`src/rtl/spi_accel_responder.sv`:
```
// -----------------------------------------------------------------------------
// spi_accel_responder
//   SPI slave (CPOL=1, CPHA=1, MSB first) that answers the 3-axis
//   accelerometer register protocol so the host-side read path can be
//   exercised without the physical sensor. Axis samples come in on ports and
//   are snapshotted at chip-select fall, so a multi-byte read is coherent.
//
//   Command byte: bit7 = R/W (1 = read), bit6 = MB (auto-increment),
//                 bits5:0 = register address.
//   Register map: 0x00 DEVID (RO), 0x2D POWER_CTL (RW), 0x30 INT_SOURCE (RO),
//                 0x31 DATA_FORMAT (RW), 0x32..0x37 shadow X/Y/Z, LSB first.
//                 Every other address reads 0x00 and ignores writes.
//
//   Optional build macro: RESPONDER_DATA_READY_EN
//     defined   : sample_valid sets a DATA_READY flag (0x30 bit7, drives int1),
//                 cleared when a read byte from 0x32 completes; set wins.
//     undefined : 0x30 reads 0x00 and int1 is tied low.
//
// Ports
//   MAX10_CLK1_50        system clock
//   rst                  asynchronous active-high reset
//   sclk, cs_n, sdi      SPI inputs from the master (asynchronous to clk)
//   sdo, sdo_oe          SPI data out and its output enable
//   x_in, y_in, z_in     axis samples (two's complement)
//   sample_valid         one-cycle pulse: new x/y/z presented
//   power_ctl            register 0x2D
//   data_format          register 0x31
//   measure              power_ctl[3]
//   wr_strobe            one-cycle pulse per committed register write
//   wr_addr, wr_data     address/data of the last committed write
//   txn_done             one-cycle pulse on cs_n rise after a full command byte
//   int1                 DATA_READY interrupt (optional feature)
// -----------------------------------------------------------------------------
module spi_accel_responder #(
  parameter int         SYNC_STAGES = 2,
  parameter logic [7:0] DEVID       = 8'hE5
) (
  input  logic        MAX10_CLK1_50,
  input  logic        rst,
  input  logic        sclk,
  input  logic        cs_n,
  input  logic        sdi,
  output logic        sdo,
  output logic        sdo_oe,
  input  logic [15:0] x_in,
  input  logic [15:0] y_in,
  input  logic [15:0] z_in,
  input  logic        sample_valid,
  output logic [7:0]  power_ctl,
  output logic [7:0]  data_format,
  output logic        measure,
  output logic        wr_strobe,
  output logic [5:0]  wr_addr,
  output logic [7:0]  wr_data,
  output logic        txn_done,
  output logic        int1
);

  typedef enum logic [1:0] {ST_IDLE, ST_CMD, ST_DATA} state_t;

  localparam logic [5:0] ADDR_DEVID       = 6'h00;
  localparam logic [5:0] ADDR_POWER_CTL   = 6'h2D;
  localparam logic [5:0] ADDR_INT_SOURCE  = 6'h30;
  localparam logic [5:0] ADDR_DATA_FORMAT = 6'h31;
  localparam logic [5:0] ADDR_DATAX0      = 6'h32;

  // ---------------------------------------------------------------------------
  // Input synchronizers and edge detection
  // ---------------------------------------------------------------------------
  logic [SYNC_STAGES-1:0] r_sclk_sync;
  logic [SYNC_STAGES-1:0] r_cs_sync;
  logic [SYNC_STAGES-1:0] r_sdi_sync;
  logic                   r_sclk_d;
  logic                   r_cs_d;

  logic w_sclk_s, w_cs_s, w_sdi_s;
  logic w_sclk_rise, w_sclk_fall, w_cs_fall, w_cs_rise;

  always_ff @(posedge MAX10_CLK1_50 or posedge rst) begin
    if (rst) begin
      // NOTE: cs_n is reset to its asserted level so that a chip select held
      // low across reset is not mistaken for a fresh falling edge; only a
      // genuine high-then-low sequence starts a transaction. sclk resets to
      // its idle-high level for the same reason.
      r_sclk_sync <= '1;
      r_cs_sync   <= '0;
      r_sdi_sync  <= '0;
      r_sclk_d    <= 1'b1;
      r_cs_d      <= 1'b0;
    end else begin
      r_sclk_sync <= {r_sclk_sync[SYNC_STAGES-2:0], sclk};
      r_cs_sync   <= {r_cs_sync[SYNC_STAGES-2:0], cs_n};
      r_sdi_sync  <= {r_sdi_sync[SYNC_STAGES-2:0], sdi};
      r_sclk_d    <= w_sclk_s;
      r_cs_d      <= w_cs_s;
    end
  end

  assign w_sclk_s    = r_sclk_sync[SYNC_STAGES-1];
  assign w_cs_s      = r_cs_sync[SYNC_STAGES-1];
  assign w_sdi_s     = r_sdi_sync[SYNC_STAGES-1];
  assign w_sclk_rise =  w_sclk_s & ~r_sclk_d;
  assign w_sclk_fall = ~w_sclk_s &  r_sclk_d;
  assign w_cs_fall   = ~w_cs_s   &  r_cs_d;
  assign w_cs_rise   =  w_cs_s   & ~r_cs_d;

  // ---------------------------------------------------------------------------
  // Protocol state
  // ---------------------------------------------------------------------------
  state_t      r_state;
  logic [2:0]  r_bit_cnt;
  logic [6:0]  r_cmd_sr;      // first seven command bits; the eighth is sdi
  logic [6:0]  r_data_sr;     // first seven data bits; the eighth is sdi
  logic [7:0]  r_out_sr;
  logic        r_rw;
  logic        r_mb;
  logic [5:0]  r_addr;
  logic        r_first_done;  // single-byte mode: first data byte consumed
  logic [15:0] r_x, r_y, r_z;
  logic [7:0]  r_power_ctl;
  logic [7:0]  r_data_format;
  logic        r_sdo;
  logic        r_sdo_oe;
  logic        r_wr_strobe;
  logic [5:0]  r_wr_addr;
  logic [7:0]  r_wr_data;
  logic        r_txn_done;
`ifdef RESPONDER_DATA_READY_EN
  logic        r_dr_flag;
`else
  logic        w_unused_sample_valid;
  assign w_unused_sample_valid = sample_valid;
`endif

  logic [5:0] w_cmd_addr;
  logic [7:0] w_data_byte;
  logic       w_active;

  assign w_cmd_addr  = {r_cmd_sr[4:0], w_sdi_s};
  assign w_data_byte = {r_data_sr, w_sdi_s};
  // In single-byte mode only the first data byte is acted on.
  assign w_active    = r_mb | ~r_first_done;

  // Register read mux.
  function automatic logic [7:0] f_reg_read(input logic [5:0] addr);
    // NOTE: the default arm assigns every path, so this stays pure
    // combinational logic with no inferred storage.
    case (addr)
      ADDR_DEVID:       f_reg_read = DEVID;
      ADDR_POWER_CTL:   f_reg_read = r_power_ctl;
`ifdef RESPONDER_DATA_READY_EN
      ADDR_INT_SOURCE:  f_reg_read = {r_dr_flag, 7'b0};
`endif
      ADDR_DATA_FORMAT: f_reg_read = r_data_format;
      6'h32:            f_reg_read = r_x[7:0];
      6'h33:            f_reg_read = r_x[15:8];
      6'h34:            f_reg_read = r_y[7:0];
      6'h35:            f_reg_read = r_y[15:8];
      6'h36:            f_reg_read = r_z[7:0];
      6'h37:            f_reg_read = r_z[15:8];
      default:          f_reg_read = 8'h00;
    endcase
  endfunction

  always_ff @(posedge MAX10_CLK1_50 or posedge rst) begin
    if (rst) begin
      r_state       <= ST_IDLE;
      r_bit_cnt     <= '0;
      r_cmd_sr      <= '0;
      r_data_sr     <= '0;
      r_out_sr      <= '0;
      r_rw          <= 1'b0;
      r_mb          <= 1'b0;
      r_addr        <= '0;
      r_first_done  <= 1'b0;
      r_x           <= '0;
      r_y           <= '0;
      r_z           <= '0;
      r_power_ctl   <= '0;
      r_data_format <= '0;
      r_sdo         <= 1'b0;
      r_sdo_oe      <= 1'b0;
      r_wr_strobe   <= 1'b0;
      r_wr_addr     <= '0;
      r_wr_data     <= '0;
      r_txn_done    <= 1'b0;
`ifdef RESPONDER_DATA_READY_EN
      r_dr_flag     <= 1'b0;
`endif
    end else begin
      // NOTE: pulse outputs default low every cycle and are raised only in
      // the cycle of the event; all state updates here are non-blocking so
      // every branch sees the values from the start of the cycle.
      r_wr_strobe <= 1'b0;
      r_txn_done  <= 1'b0;

      case (r_state)
        ST_IDLE: begin
          if (w_cs_fall) begin
            r_x       <= x_in;
            r_y       <= y_in;
            r_z       <= z_in;
            r_bit_cnt <= '0;
            r_sdo     <= 1'b0;
            r_sdo_oe  <= 1'b1;
            r_state   <= ST_CMD;
          end
        end

        ST_CMD: begin
          if (w_cs_rise) begin
            // Command byte incomplete: abort silently, no txn_done.
            r_sdo    <= 1'b0;
            r_sdo_oe <= 1'b0;
            r_state  <= ST_IDLE;
          end else if (w_sclk_rise) begin
            r_cmd_sr  <= {r_cmd_sr[5:0], w_sdi_s};
            r_bit_cnt <= r_bit_cnt + 3'd1;
            if (r_bit_cnt == 3'd7) begin
              r_rw         <= r_cmd_sr[6];
              r_mb         <= r_cmd_sr[5];
              r_addr       <= w_cmd_addr;
              r_first_done <= 1'b0;
              r_out_sr     <= r_cmd_sr[6] ? f_reg_read(w_cmd_addr) : 8'h00;
              r_state      <= ST_DATA;
            end
          end
        end

        ST_DATA: begin
          if (w_cs_rise) begin
            // Any partial data byte is dropped here without being committed.
            r_sdo      <= 1'b0;
            r_sdo_oe   <= 1'b0;
            r_txn_done <= 1'b1;
            r_state    <= ST_IDLE;
          end else if (w_sclk_fall) begin
            r_sdo    <= r_out_sr[7];
            r_out_sr <= {r_out_sr[6:0], 1'b0};
          end else if (w_sclk_rise) begin
            r_data_sr <= {r_data_sr[5:0], w_sdi_s};
            r_bit_cnt <= r_bit_cnt + 3'd1;
            if (r_bit_cnt == 3'd7) begin
              if (w_active && !r_rw &&
                  (r_addr == ADDR_POWER_CTL || r_addr == ADDR_DATA_FORMAT)) begin
                if (r_addr == ADDR_POWER_CTL) r_power_ctl   <= w_data_byte;
                else                          r_data_format <= w_data_byte;
                r_wr_strobe <= 1'b1;
                r_wr_addr   <= r_addr;
                r_wr_data   <= w_data_byte;
              end
`ifdef RESPONDER_DATA_READY_EN
              if (w_active && r_rw && r_addr == ADDR_DATAX0) r_dr_flag <= 1'b0;
`endif
              if (r_mb) begin
                // 6-bit address wraps 0x3F -> 0x00 naturally.
                r_addr   <= r_addr + 6'd1;
                r_out_sr <= r_rw ? f_reg_read(r_addr + 6'd1) : 8'h00;
              end else begin
                r_first_done <= 1'b1;
                r_out_sr     <= 8'h00;
              end
            end
          end
        end

        default: r_state <= ST_IDLE;
      endcase

`ifdef RESPONDER_DATA_READY_EN
      // Placed last so a new sample wins over a same-cycle clear.
      if (sample_valid) r_dr_flag <= 1'b1;
`endif
    end
  end

  assign sdo         = r_sdo;
  assign sdo_oe      = r_sdo_oe;
  assign power_ctl   = r_power_ctl;
  assign data_format = r_data_format;
  assign measure     = r_power_ctl[3];
  assign wr_strobe   = r_wr_strobe;
  assign wr_addr     = r_wr_addr;
  assign wr_data     = r_wr_data;
  assign txn_done    = r_txn_done;
`ifdef RESPONDER_DATA_READY_EN
  assign int1        = r_dr_flag;
`else
  assign int1        = 1'b0;
`endif

endmodule

```
`config.mk`:
```
export PLATFORM = sky130hd
export DESIGN_NAME = spi_accel_responder
export DESIGN_NICKNAME = d
export VERILOG_FILES = /design/src/rtl/spi_accel_responder.sv
export SDC_FILE = /design/constraint.sdc
export NUM_CORES = 1
export LEC_CHECK = 0
export ABC_AREA = 1
export BUFFER_PORTS_ARGS = -buffer_cell sky130_fd_sc_hd__buf_2
export CAP_MARGIN = 15
export CORE_ASPECT_RATIO = 0.6
export CORE_MARGIN = 4
export CORE_UTILIZATION = 40
export CTS_BUF_LIST = sky130_fd_sc_hd__clkbuf_2
export DETAILED_ROUTE_END_ITERATION = 10
export GPL_ROUTABILITY_DRIVEN = 0
export HOLD_SLACK_MARGIN = 0.1
export PLACE_DENSITY = 0.59
export SLEW_MARGIN = 20
export SYNTH_ARGS = -nofsm -noshare
export SYNTH_HDL_FRONTEND = slang
export SYNTH_SLANG_ARGS = --single-unit
export TNS_END_PERCENT = 5
```
`constraint.sdc`:
```
create_clock -name MAX10_CLK1_50 -period 4.65 [get_ports MAX10_CLK1_50]
set_input_delay 0.2325 -clock MAX10_CLK1_50 [delete_from_list [all_inputs] [get_ports MAX10_CLK1_50]]
set_output_delay 0.2325 -clock MAX10_CLK1_50 [all_outputs]
set_load 0.02 [all_outputs]
```
## Word level (Yosys, flattened, before mapping)

Cells that the tools add are included.

| storage, ports and cells | value |
|---|---|
| flip-flop bits (word level) | 126 |
| logic and storage cells | 162 |

| cells by class | value |
|---|---|
| $add $sub $neg | 2 |
| eq/ne operators | 39 |
| muxes and demuxes | 58 |
| bitwise gates (word level) | 13 |
| reductions and logical operators | 25 |

Operators by type and width:

| cell | count |
|---|---|
| 8-bit case mux with 9 select lines | 2 |
| 6-bit == test, second input constant | 18 |
| 8-bit 2-to-1 mux | 10 |
| 6-bit 2-to-1 mux | 8 |
| 2-bit != test, second input constant | 12 |
| 1-bit 2-to-1 mux | 21 |
| 7-bit AND reduction | 3 |
| 9-bit AND reduction | 2 |
| 8-bit case mux with 2 select lines | 1 |
| 4-bit AND reduction | 4 |
| 3-bit 2-to-1 mux | 5 |
| 3-bit != test, second input constant | 5 |
| 6-bit logical NOT | 2 |
| 6-bit case mux with 2 select lines | 1 |
| 2-bit 2-to-1 mux | 5 |
| 3-bit case mux with 3 select lines | 1 |
| 1-bit inverter | 8 |
| 6-bit by 1-bit adder with 6-bit output, second input constant | 1 |
| 2-bit case mux with 3 select lines | 1 |
| 3-bit AND reduction | 2 |
| 6-bit AND reduction | 1 |
| 5-bit AND reduction | 1 |
| 1-bit AND | 4 |
| 1-bit case mux with 2 select lines | 2 |
| other kinds (15) | 17 |

## Depth between registers and ports, before layout

| logic depth | value |
|---|---|
| depth after elaboration | 10 |
| depth in mapped cells | 13 |
| gate-level depth less buffers | 12 |

## Worst setup path after synthesis

Ideal clock, no wire load.

| timing path | value |
|---|---|
| path kind | register to register |
| start point | register r_sclk_sync[1] |
| end point | register r_out_sr[7] |
| setup time | 122 ps |
| data arrival time | 1879 ps |
| required time | 4528 ps |
| path slack | 2649 ps |
| stages on the path, launching flop included | 10 |
| cells stage by stage | dfstp_2 > ha_1 > nand2_1 > a21oi_1 > and3_1 > clkbuf_1 > clkbuf_1 > nand2_1 > a21oi_1 > a21oi_1 |

| between the ends | value |
|---|---|
| longest elaborated chain between the ends | 5 |
| elaborated cells on any way between the ends | 10 |
| those cells by class | eq/ne (3); mux (3); bitwise (3); reduce/logical (1) |

RTL lines:

| element | RTL line | RTL |
|---|---|---|
| start, declared | 70 | `logic [SYNC_STAGES-1:0] r_sclk_sync;` |
| start signal, assigned | 91 | `r_sclk_sync <= {r_sclk_sync[SYNC_STAGES-2:0], sclk};` |
| 1-bit inverter | 103 | `assign w_sclk_fall = ~w_sclk_s & r_sclk_d;` |
| 1-bit AND | 103 |  |
| 8-bit 2-to-1 mux | 237 | `end else if (w_sclk_fall) begin` |
| 8-bit 2-to-1 mux | 231 | `if (w_cs_rise) begin` |
| 8-bit case mux with 2 select lines | 197 | `case (r_state)` |
| end signal, assigned | 224 | `r_out_sr <= r_cmd_sr[6] ? f_reg_read(w_cmd_addr) : 8'h00;` |
| end signal, assigned | 239 | `r_out_sr <= {r_out_sr[6:0], 1'b0};` |
| end signal, assigned | 258 | `r_out_sr <= r_rw ? f_reg_read(r_addr + 6'd1) : 8'h00;` |
| end, declared | 114 | `logic [7:0] r_out_sr;` |

Several ways; a longest one is shown, not always the timed one. The select of a mux whose other input is x is not followed.
A chain may end at the register's enable or synchronous reset.

## Worst setup path in the final report

| timing path | value |
|---|---|
| start point | register r_state[0] |
| end point | register r_power_ctl[5], in the netlist power_ctl[5] |

| between the ends | value |
|---|---|
| longest elaborated chain between the ends | 2 |

RTL lines:

| element | RTL line | RTL |
|---|---|---|
| start, declared | 110 | `state_t r_state;` |
| start signal, assigned | 167 | `r_state <= ST_IDLE;` |
| start signal, assigned | 206 | `r_state <= ST_CMD;` |
| start signal, assigned | 215 | `r_state <= ST_IDLE;` |
| 2-bit == test | 197 |  |
| 7-bit AND reduction (no line) | - |  |
| end signal, assigned | 246 | `if (r_addr == ADDR_POWER_CTL) r_power_ctl <= w_data_byte;` |
| end, declared | 120 | `logic [7:0] r_power_ctl;` |

No other way between the ends.

==> metrics.txt <==
status completed; post-synth top area share a little under half; Startpoint Class flop; max incr delay on CP 470 ps; H-tree levels 4; Starting Density 41.7%; CTS buffer count 17; Comb power frac 27.6%; switching part of the total between 30% and 40%; clock slew at reported path FFs about 240 ps; min cycle time layout 2980 ps; Final nets between 1000 and 1500; die area roughly 0.019 mm2; Die X-Extent approximately 170 um; pin count of the biggest net entering global routing 76; CP startpoint r_state[0]; P_leak 3.92 nW; share of total power in the clock network between 20% and 30%; CP top delay family simple AND/OR/NAND/NOR gates; overall power 0.00297 W; clk_lat worst skew slightly below 700 ps; critical path class flop to flop; final std cells w/o fill between 1000 and 1500; Seq pwr share between 50% and 60%; clk sinks ~130; Syn Nets between 900 and 1000; row cnt 35; Die H ~110 um; first-pass GRT wire length ~32000 um; Seq/Total Area, Yosys between 40% and 50%; pre-CTS setup slack 1830 ps; Max-Cap Viols 0; vias in the first global route 5818; most frequent CP cell inv_1; via/cell ratio ~5.2; Crit. End Element flop; final hold violation count 0; worst path cell trace inv_1, ha_1, inv_1, nor2_1, inv_1, nor4_4, nand2_1, nand2_1, o21ai_0; Synth Cell Area roughly 0.0065 mm2; Routed wire per std cell 16.6 um; EDFF count, synth 0; min-delay worst type input pin to flop; Cell Int Power about 0.0018 W; gr ovfl total 0; Placed Cells ~1100; final core utilization 50.3%; setup ws final between 1500 and 2000 ps; Fmax 336 MHz; worst slew margin relative to its limit around two fifths; Ys Warns 0; IO Count 90; HPWL reported at the end of detailed placement between 10000 and 15000 um; length of the first detailed-routing pass in iterations 7; Layout area overhead 20.6%; final slew viol count 0; asr flop ratio synth 100%; Slowest-stage cell, CP nand2_1; clock skew 51.6 ps; Setup TNS 0 ps; Port-buffer cells between 80 and 90; Synth area leaders dfrtp_1 (47%), nand2_1 (7.8%), nor2_1 (7.2%); Clock Tree Root clkbuf_2; CTS max path bufs 2; CTS tree built; ant diodes 0; flop and latch count out of synthesis roughly 130; distinct cell type count after synthesis 41; initial antenna violation count 0; area leader, netlist dfrtp_1; crit path DAT roughly 3500 ps; min-delay src cs_n; postcts setup bufs 0; Pwr Density between 300 and 400 mW/mm2; via count roughly 6200; Syn Inst Count 840; total track usage ~22%; RSZ-0062 raised after global routing no; ys flop type dfrtp_1; drt first-iter violations ~630; Syn Area/Cell around 8 um2; core footprint about 0.016 mm2; Routed Antenna Nets 0; reg2reg start r_state[0]; sw power between 0.001 and 0.0015 W; IR drop worst, VDD around 140 uV; DR DRC count 0; Final setup viols 0; WP buf/inv 3; share of layout cells above drive strength 1 ~16%; Crit path required time approximately 5200 ps; Least-Margin Pin Slew between 900 and 1000 ps; crit path max fanout 18; Period Utilization, post-route between 60% and 70%; Routed WL between 15000 and 20000 um
-- worst register-to-register path, delay by kind of cell, from the launching register on --
family / cells / cell delay [ps]
simple gates: 4 / 1280
buf+inv: 3 / 570
compound gates: 1 / 90
flops: 1 / 460
fa+ha+maj: 1 / 410
-- cells in the final DEF, fill, tap and decap left out, drive strengths merged --
| cell type | netlist | routed |
|---|---|---|
| nand2 | 137 | 137 |
| nor2 | 135 | 135 |
| inv | 119 | 126 |
| dfrtp | 123 | 123 |
| buf | 13 | 93 |
| nand3 | 83 | 83 |
| o21ai | 70 | 70 |
| a21oi | 69 | 69 |
| dlygate4sd3 | 0 | 53 |
| o22ai | 24 | 24 |
| clkbuf | 16 | 17 |
| ha | 14 | 14 |
| nand4 | 9 | 9 |
| o211ai | 4 | 4 |
| clkinvlp | 0 | 4 |
| clkinv | 0 | 4 |
| dfstp | 3 | 3 |
| mux2 | 2 | 2 |
| a31oi | 2 | 2 |
| or2 | 2 | 2 |
| nor3 | 2 | 2 |
| a2111oi | 2 | 2 |
| nand3b | 2 | 2 |
| o21a | 1 | 1 |
| nor4 | 1 | 1 |
| o21bai | 1 | 1 |
| o211a | 1 | 1 |
| and3 | 1 | 1 |
| a21boi | 1 | 1 |
| mux2i | 1 | 1 |
| a22oi | 1 | 1 |
| conb | 1 | 1 |
-- stage by stage --
| step | hold WS, ps | instance area [um2] |
|---|---|---|
| floorplan | 237 | 6540 |
| global placement | 336 | 7140 |
| detailed placement | 342 | 7140 |
| CTS | 119 | 7850 |
| global route | 108 | 7890 |
| finish | 189 | 7890 |
-- cell families (layout without fill, tap and decap cells) --
| family | Yosys count | count (layout) | share of synthesized area [%] |
|---|---|---|---|
| adders and majority gates | 14 | 14 | 2.68 |
| buffers and inverters | 148 | 297 | 9.05 |
| DFF | 126 | 126 | 48.3 |
| AOI/OAI and AO/OA | 176 | 176 | 14.7 |
| and+or+nand+nor | 372 | 372 | 24.8 |
| other | 1 | 1 | 0.0574 |
| muxes | 3 | 3 | 0.497 |
-- cell usage after synthesis, types with 2 or more instances --
cell type	count
a31oi_1	2
nand3_1	81
nand3_2	2
ha_1	14
or2_2	2
nand2_1	136
buf_1	3
nor3_1	2
o211ai_1	4
nor2_1	125
o21ai_0	70
buf_4	7
nand4_1	8
inv_1	115
o22ai_1	24
clkbuf_1	16
dfstp_2	3
nor2_2	9
a21oi_1	68
mux2_2	2
dfrtp_1	123
buf_2	2
inv_2	4
-- state kept, by name (all words and copies together), names as in the netlist, 2 cells and up --
signal       count
power_ctl        8
data_format      8
r_sdi_sync       2
r_addr           6
r_out_sr         8
r_x             16
r_data_sr        7
r_bit_cnt        3
r_cmd_sr         7
wr_data          8
wr_addr          6
r_state          2
r_y             16
r_cs_sync        2
r_z             16
r_sclk_sync      2
-- routing by layer --
metal | up-vias | part of all wire (%) | GRT usage (%)
li1 | 3015 | - | -
met1 | 2878 | 50 | 34.6
met2 | 241 | 38 | 28.8
met3 | 17 | 11 | 8.21
met4 | 0 | 0.74 | 3.93
met5 | - | 0 | 0
-- timing repair --
item | 4_1_cts | 5_1_grt
hold endpoints to repair | 174 | 12
hold buffers | 52 | 1
resized for setup | 0 | 0
-- layout make-up --
cell class	count	area [um2]
flip-flops and latches	126	3160
well taps	203	254
multi-input cells	566	2800
fillers	1576	7790
clock buffers	17	85.1
clock inverters	15	109
repair buffers	146	1030
inverters	119	449
-- power groups by stage --
stage | combinational (W) | sequential, W | clock [W]
5_1_grt | 0.000941 | 0.00159 | 0.000674
4_1_cts | 0.000809 | 0.00154 | 0.000625
2_1_floorplan | 0.000570 | 0.00153 | 0
6_report | 0.000821 | 0.00155 | 0.000606
3_3_place_gp | 0.000760 | 0.00157 | 0
3_5_place_dp | 0.000777 | 0.00156 | 0
-- final timing paths --
path                             endpoint  slack (ps)  cells past startpoint
min in group asynchronous          r_cs_d         670                      5
max in group asynchronous  r_sclk_sync[1]        3350                      6
min                          r_cs_sync[0]         190                      2
max                          power_ctl[5]        1670                      9
min reg2reg                        r_cs_d         370                      0
max reg2reg                  power_ctl[5]        1670                      9
No activity file was read; power rests on OpenSTA's default activity.
